--- config.mk ---
export PLATFORM = sky130hd
export DESIGN_NAME = data_mem_port
export DESIGN_NICKNAME = d
export VERILOG_FILES = /design/src/rtl/data_mem_port.sv
export SDC_FILE = /design/constraint.sdc
export NUM_CORES = 1
export LEC_CHECK = 0
export ABC_AREA = 1
export BUFFER_PORTS_ARGS = -buffer_cell sky130_fd_sc_hd__buf_2
export CORE_AREA = 2 2 118 120
export CTS_CLUSTER_SIZE = 24
export DETAILED_ROUTE_END_ITERATION = 6
export DIE_AREA = 0 0 120 122
export GPL_ROUTABILITY_DRIVEN = 0
export PLACE_DENSITY = 0.68
export SLEW_MARGIN = 0
export SYNTH_ARGS = -nofsm -noshare
export SYNTH_HDL_FRONTEND = slang
export SYNTH_SLANG_ARGS = --single-unit
--- constraint.sdc ---
create_clock -name clk -period 4.55 [get_ports clk]
set_input_delay 0.455 -clock clk [delete_from_list [all_inputs] [get_ports clk]]
set_output_delay 0.455 -clock clk [all_outputs]
set_load 0.01 [all_outputs]
--- src/rtl/data_mem_port.sv ---
// data_mem_port: load/store unit between XB stage and data-memory bus.
// Optional bus timeout enabled by defining LSU_TIMEOUT_EN.
module data_mem_port #(
    parameter int TIMEOUT_CYCLES = 255
) (
    input  logic        clk,
    input  logic        reset,
    input  logic        req_valid,
    input  logic        req_kill,
    input  logic [31:0] req_addr,
    input  logic [3:0]  req_be,
    input  logic        req_we,
    input  logic        req_is_signed,
    input  logic [31:0] req_wdata,
    output logic        stall,
    output logic [31:0] rdata,
    output logic        rdata_valid,
    output logic        bus_error,
    output logic        mem_req,
    output logic [31:0] mem_addr,
    output logic [3:0]  mem_be,
    output logic        mem_we,
    output logic [31:0] mem_wdata,
    input  logic        mem_ack,
    input  logic [31:0] mem_rdata
);

    typedef enum logic [1:0] {
        IDLE,
        BUSY,
        RESP
    } state_t;

    state_t      state;
    state_t      state_nx;
    logic        accept;
    logic        expire;
    logic [1:0]  off_q;
    logic        sgn_q;
    logic [31:0] lane_wdata;
    logic [31:0] shifted;
    logic [31:0] load_val;

    function automatic logic is_byte(input logic [3:0] be);
        return (be == 4'b0001) || (be == 4'b0010) ||
               (be == 4'b0100) || (be == 4'b1000);
    endfunction

    function automatic logic is_half(input logic [3:0] be);
        return (be == 4'b0011) || (be == 4'b1100);
    endfunction

    assign accept      = req_valid & ~req_kill & (req_be != 4'b0000);
    assign rdata_valid = (state == RESP);

    // Replicate store data onto every byte lane it may land in
    always_comb begin
        lane_wdata = req_wdata;
        unique case (1'b1)
            is_byte(req_be): lane_wdata = {4{req_wdata[7:0]}};
            is_half(req_be): lane_wdata = {2{req_wdata[15:0]}};
            default:         lane_wdata = req_wdata;
        endcase
    end

    // Shift the read word down to bit 0 and extend to 32 bits
    always_comb begin
        shifted  = mem_rdata >> {off_q, 3'b000};
        load_val = shifted;
        unique case (1'b1)
            is_byte(mem_be):
                load_val = {{24{sgn_q & shifted[7]}}, shifted[7:0]};
            is_half(mem_be):
                load_val = {{16{sgn_q & shifted[15]}}, shifted[15:0]};
            default:
                load_val = shifted;
        endcase
    end

`ifdef LSU_TIMEOUT_EN
    logic [7:0] timeout_cnt;
    logic       err_q;

    assign expire    = (timeout_cnt == 8'(TIMEOUT_CYCLES - 1));
    assign bus_error = (state == RESP) & err_q;

    // Count BUSY cycles; flag the response as an error on expiry
    always_ff @(posedge clk or posedge reset) begin
        if (reset) begin
            timeout_cnt <= 8'd0;
            err_q       <= 1'b0;
        end else begin
            if (state == IDLE && accept)
                timeout_cnt <= 8'd0;
            else if (state == BUSY)
                timeout_cnt <= timeout_cnt + 8'd1;
            err_q <= (state == BUSY) & expire & ~mem_ack;
        end
    end
`else
    assign expire    = 1'b0;
    assign bus_error = 1'b0;
`endif

    // FSM state register
    always_ff @(posedge clk or posedge reset) begin
        if (reset)
            state <= IDLE;
        else
            state <= state_nx;
    end

    // FSM next state and pipeline stall
    always_comb begin
        state_nx = state;
        stall    = 1'b0;
        unique case (state)
            IDLE: begin
                if (accept) begin
                    stall    = 1'b1;
                    state_nx = BUSY;
                end
            end
            BUSY: begin
                stall = 1'b1;
                if (mem_ack | expire)
                    state_nx = RESP;
            end
            RESP:    state_nx = IDLE;
            default: state_nx = IDLE;
        endcase
    end

    // Bus request launch, hold and result capture
    always_ff @(posedge clk or posedge reset) begin
        if (reset) begin
            mem_req   <= 1'b0;
            mem_addr  <= 32'd0;
            mem_be    <= 4'd0;
            mem_we    <= 1'b0;
            mem_wdata <= 32'd0;
            off_q     <= 2'd0;
            sgn_q     <= 1'b0;
            rdata     <= 32'd0;
        end else if (state == IDLE && accept) begin
            mem_req   <= 1'b1;
            mem_addr  <= {req_addr[31:2], 2'b00};
            mem_be    <= req_be;
            mem_we    <= req_we;
            mem_wdata <= lane_wdata;
            off_q     <= req_addr[1:0];
            sgn_q     <= req_is_signed;
        end else if (state == BUSY && (mem_ack | expire)) begin
            mem_req <= 1'b0;
            rdata   <= (mem_ack & ~mem_we) ? load_val : 32'd0;
        end
    end

endmodule

* After elaboration in Yosys (flattened, before gate mapping)
Cells that the tools add are included.
** Cells by class
- Equality and inequality tests :: 16
- Shifts and indexed selects :: 1
- Multiplexer cells :: 10
- Bitwise gates (word level) :: 8
- Reductions and logical operators :: 15
** Operators with widths (count)
- 32-bit one-hot mux with 2 select lines :: 2
- 32-bit 2-to-1 mux :: 1
- 32-bit by 5-bit right shift with 32-bit output :: 1
- 4-bit by 2-bit == test with 1-bit output, second input constant :: 4
- 4-bit == test, second input constant :: 4
- 4-bit by 1-bit == test with 1-bit output, second input constant :: 2
- 4-bit by 3-bit == test with 1-bit output, second input constant :: 2
- 1-bit logical OR :: 8
- 1-bit AND :: 5
- 2-bit 2-to-1 mux :: 2
- 2-bit inequality test, second input constant :: 2
- 2-bit one-hot mux with 2 select lines :: 1
- 2-bit AND reduction :: 2
- 4-bit nonzero test :: 1
- 1-bit 2-to-1 mux :: 3
- 1-bit inverter :: 3
- 2-bit by 1-bit == test with 1-bit output, second input constant :: 1
- 2-bit == test, second input constant :: 1
- 1-bit logical AND :: 2
- 2-bit logical NOT :: 1
- 1-bit one-hot mux with 2 select lines :: 1
- 2-bit nonzero test :: 1
** Word-level totals
- Bits in registers :: 105
- Input port bits :: 107
- Output and inout bits :: 105
- Logic and storage cells :: 59

* Logic depth before layout (Yosys ltp)
- Depth in word-level cells :: 6
- Depth in mapped cells :: 11
- Mapped depth without buffers :: 10

* Worst setup path after synthesis
OpenSTA, ideal clock, no wires.
- Path kind :: input to output
- From :: input req_be[3]
- To :: output stall
- Data arrival time :: 1197 ps
- Required time :: 4095 ps
- Slack :: 2898 ps
- Stages on the path :: 6
- Buffers on the path :: 2
- Path through :: nor2_1 > nand2_1 > nand2_1 > buf_2 > buf_2 > nand2_1
** Between the ends
- Cells in the longest elaborated chain, start to end :: 4
** Ends and longest elaborated chain
- start: declaration :: RTL line 11 : input logic [3:0] req_be,
- 4-bit nonzero test :: RTL line 53 : assign accept = req_valid & ~req_kill & (req_be != 4'b0000);
- 1-bit AND :: RTL line 53
- 1-bit 2-to-1 mux :: RTL line 119 : if (accept) begin
- 1-bit one-hot mux with 2 select lines :: RTL line 117 : unique case (state)
- end: declaration :: RTL line 15 : output logic stall,
No other way between the ends.

* Worst setup path in the final report
- From :: register off_q[0]
- To :: register rdata[19]
** Between the ends
- Cells in the longest elaborated chain, start to end :: 4
- Elaborated cells between the ends (all ways) :: 5
- Those cells by class :: shift (1); mux (2); bitwise (2)
** Ends and longest elaborated chain
- start: declaration :: RTL line 38 : logic [1:0] off_q;
- start signal: assignment :: RTL line 151 : off_q <= req_addr[1:0];
- 32-bit by 5-bit right shift with 32-bit output * :: RTL line 68 : shifted = mem_rdata >> {off_q, 3'b000};
- 1-bit AND (on tied branches) :: RTL line 74, 72
- 32-bit one-hot mux with 2 select lines * :: RTL line 70 : unique case (1'b1)
- 32-bit 2-to-1 mux * :: RTL line 155 : rdata <= (mem_ack & ~mem_we) ? load_val : 32'd0;
- end signal: assignment :: RTL line 155
- end: declaration :: RTL line 16 : output logic [31:0] rdata,
Mark *: on every way between the ends. The rest lies on a longest branch, timed or not.
A chain may end at the register's enable or synchronous reset.

==> impl_results.md <==
- Final TNS setup: 0 ps
- Max rail drop VDD: 0.221 mV
- Post-DRT Antenna Nets: 0
- CP startpoint kind: register
- Ranking of synthesized cells by area: dfrtp_1, nand2_1, o21ai_0, nor2_1, nand3_1
- Largest net degree at the start of global routing: 68
- Crit end category: register
- Die W: 120 um
- # IOs: 212
- #FFs+latches synth: 105
- Tcrit/Tclk final: 0.542
- Final cell count without fillers: 1096
- Antenna violations before repair: 1
- Hold crit path type: in2async
- Met3 Use GR: 0.0571
- Clk buf depth: 2
- Unique masters post-synth: 26
- CTS Hold Bufs: 0
- # H-tree levels: 3
- Status: finished clean
- Hpwl dp: 10600 um
- Number of iterations in the first detailed-routing pass: 5
- Design area: 0.00663 mm2
- Total die area: 0.0146 mm2
- Fin. Hold Viols: 0
- Hold Slack: 244 ps
- Leakage: 3.87 nW
- Required time worst endpoint: 4790 ps
- Die Span Y: 122 um
- Postcts setup bufs: 0
- Gr usage total: 0.206
- Max-cap violations: 0
- # nets final: 1017
- Post-CTS resize count: 0
- RSZ-0062 raised after global routing: false
- Max_slew headroom: 0.344
- Drt total wl: 14900 um
- Placed Area: 0.00632 mm2
- CP Class: reg2reg
- Routed via count: 5168
- Cells after DPL: 1079
- Met1 Use GR: 0.270
- CP max FO: 33
- Slew Limit Fails: 0
- Reg clk slew, reported paths: 80 ps
- Post-synthesis sequential area ratio: 0.503
- Max Clock Freq: 406 MHz
- Mean area per synthesized cell: 7.21 um2
- Number of synthesis warnings: 0
- Final Skew: 9.00 ps
- GR Layer Usage met2: 0.323
- CTS tree: done
- Worst slew pin tran: 983 ps
- Area leader, netlist: dfrtp_1
- Post-route DRC: 0
- Synthesized instance count: 725
- Worst-Skew Late Latency: 360 ps
- Initial Util: 0.387
- Cell area after synthesis: 0.00523 mm2
- Routed vias/inst: 4.72
- Tmin final: 2460 ps
- Core Area: 0.0135 mm2
- Area Overhead vs Synth: 26.8%
- Cell Pwr Density: 525 mW/mm2
- Gr ovfl total: 0
- Top Usage Layer GRT: met2
- CTS sink cnt: 105
- IO Port Bufs: 208
- Final setup viols: 0
- Vias in the first global route: 4697
- Share of post-route cells with drive strength above 1: 0.268
- Initial DRC Count: 468
- First-pass GRT wire length: 23800 um
- Row cnt: 43
- Wire length per cell: 13.6 um
- Root buf cell: clkbuf_16
- Total CTS buffers: 9
- Top cell type's share of synthesized area: 0.503
- Worst Path Arrival: 2710 ps
[Yosys cell counts (all sizes together)]
library cell and instances:
nand2 341, dfrtp 105, nor2 69, o21ai 62
inv 50, nand3 37, buf 31, clkbuf 9
o211ai 7, a21oi 6, clkinv 5, a32o 1
conb 1, nor3 1
[area by class of cell]
class | instances | area, um2
Fill cell | 1437 | 6880
Inverter | 55 | 209
Sequential cell | 105 | 2630
Clock buffer | 9 | 225
Multi-Input combinational cell | 527 | 2190
Tap cell | 180 | 225
Timing Repair Buffer | 212 | 1070
Clock inverter | 7 | 76.3
Antenna cell | 1 | 2.50
[per-stage QoR]
step	setup slack, ps	power (mW)	utilization
final	2090	3.48	0.491
after global placement	2170	2.71	0.468
after CTS	2160	3.52	0.491
after global routing	1850	3.75	0.491
after detailed placement	2140	2.73	0.468
after floorplan	1330	2.23	-
[logic make-up after synthesis]
group / Yosys count / share of synthesized area
AND/OR/NAND/NOR: 448 / 0.339
flip-flops: 105 / 0.503
buffers and inverters: 95 / 0.0802
AO/OA/AOI/OAI: 76 / 0.0778
other: 1 / 0.000718
[critical path, cell delays in order, from the launching register on]
cell     delay (ps)
dfrtp_1         940
inv_2           470
nand2_1         190
nand3_1         110
nand2_1         100
nor2_2           50
nand2_4         120
nand3_4         190
nand2_1         110
nand2_1          50
[cell usage in the layout, fill, tap and decap left out, drive strengths merged]
| cell | Yosys | routed |
|---|---|---|
| nand2 | 341 | 341 |
| buf | 31 | 212 |
| dfrtp | 105 | 105 |
| nor2 | 69 | 69 |
| o21ai | 62 | 62 |
| inv | 50 | 52 |
| nand3 | 37 | 37 |
| clkinv | 5 | 10 |
| clkbuf | 9 | 9 |
| o211ai | 7 | 7 |
| a21oi | 6 | 6 |
| conb | 1 | 3 |
| diode | 0 | 1 |
| nor3 | 1 | 1 |
| a32o | 1 | 1 |
[metal layers]
metal  part of all wire  up-vias
met4              0.023        0
met2               0.46      205
met3              0.092       25
li1                   -     2600
met5                  0        -
met1               0.43     2338
[final timing paths]
| kind | startpoint | to | slack (ps) | cells after the start |
|---|---|---|---|---|
| max | off_q[0] | rdata[19] | 2090 | 9 |
| min | reset | mem_addr[2] | 240 | 2 |
| max reg2reg | off_q[0] | rdata[19] | 2090 | 9 |
| min reg2reg | mem_addr[8] | mem_addr[8] | 470 | 2 |
| max in group asynchronous | reset | rdata[19] | 3260 | 3 |
| min in group clk | req_addr[23] | mem_addr[23] | 280 | 3 |
[report_power, final]
part | leakage (nW) | switching (mW) | internal, mW
registers | 1.30 | 0.199 | 1.23
clock network | 0.146 | 0.393 | 0.388
logic | 2.42 | 0.783 | 0.484
[state kept, by name, indices dropped and copies added, names as in the netlist]
| name | flops |
|---|---|
| mem_we | 1 |
| sgn_q | 1 |
| mem_addr | 30 |
| mem_wdata | 32 |
| mem_req | 1 |
| mem_be | 4 |
| state | 2 |
| off_q | 2 |
| rdata | 32 |
(Power assumes the default switching activity.)
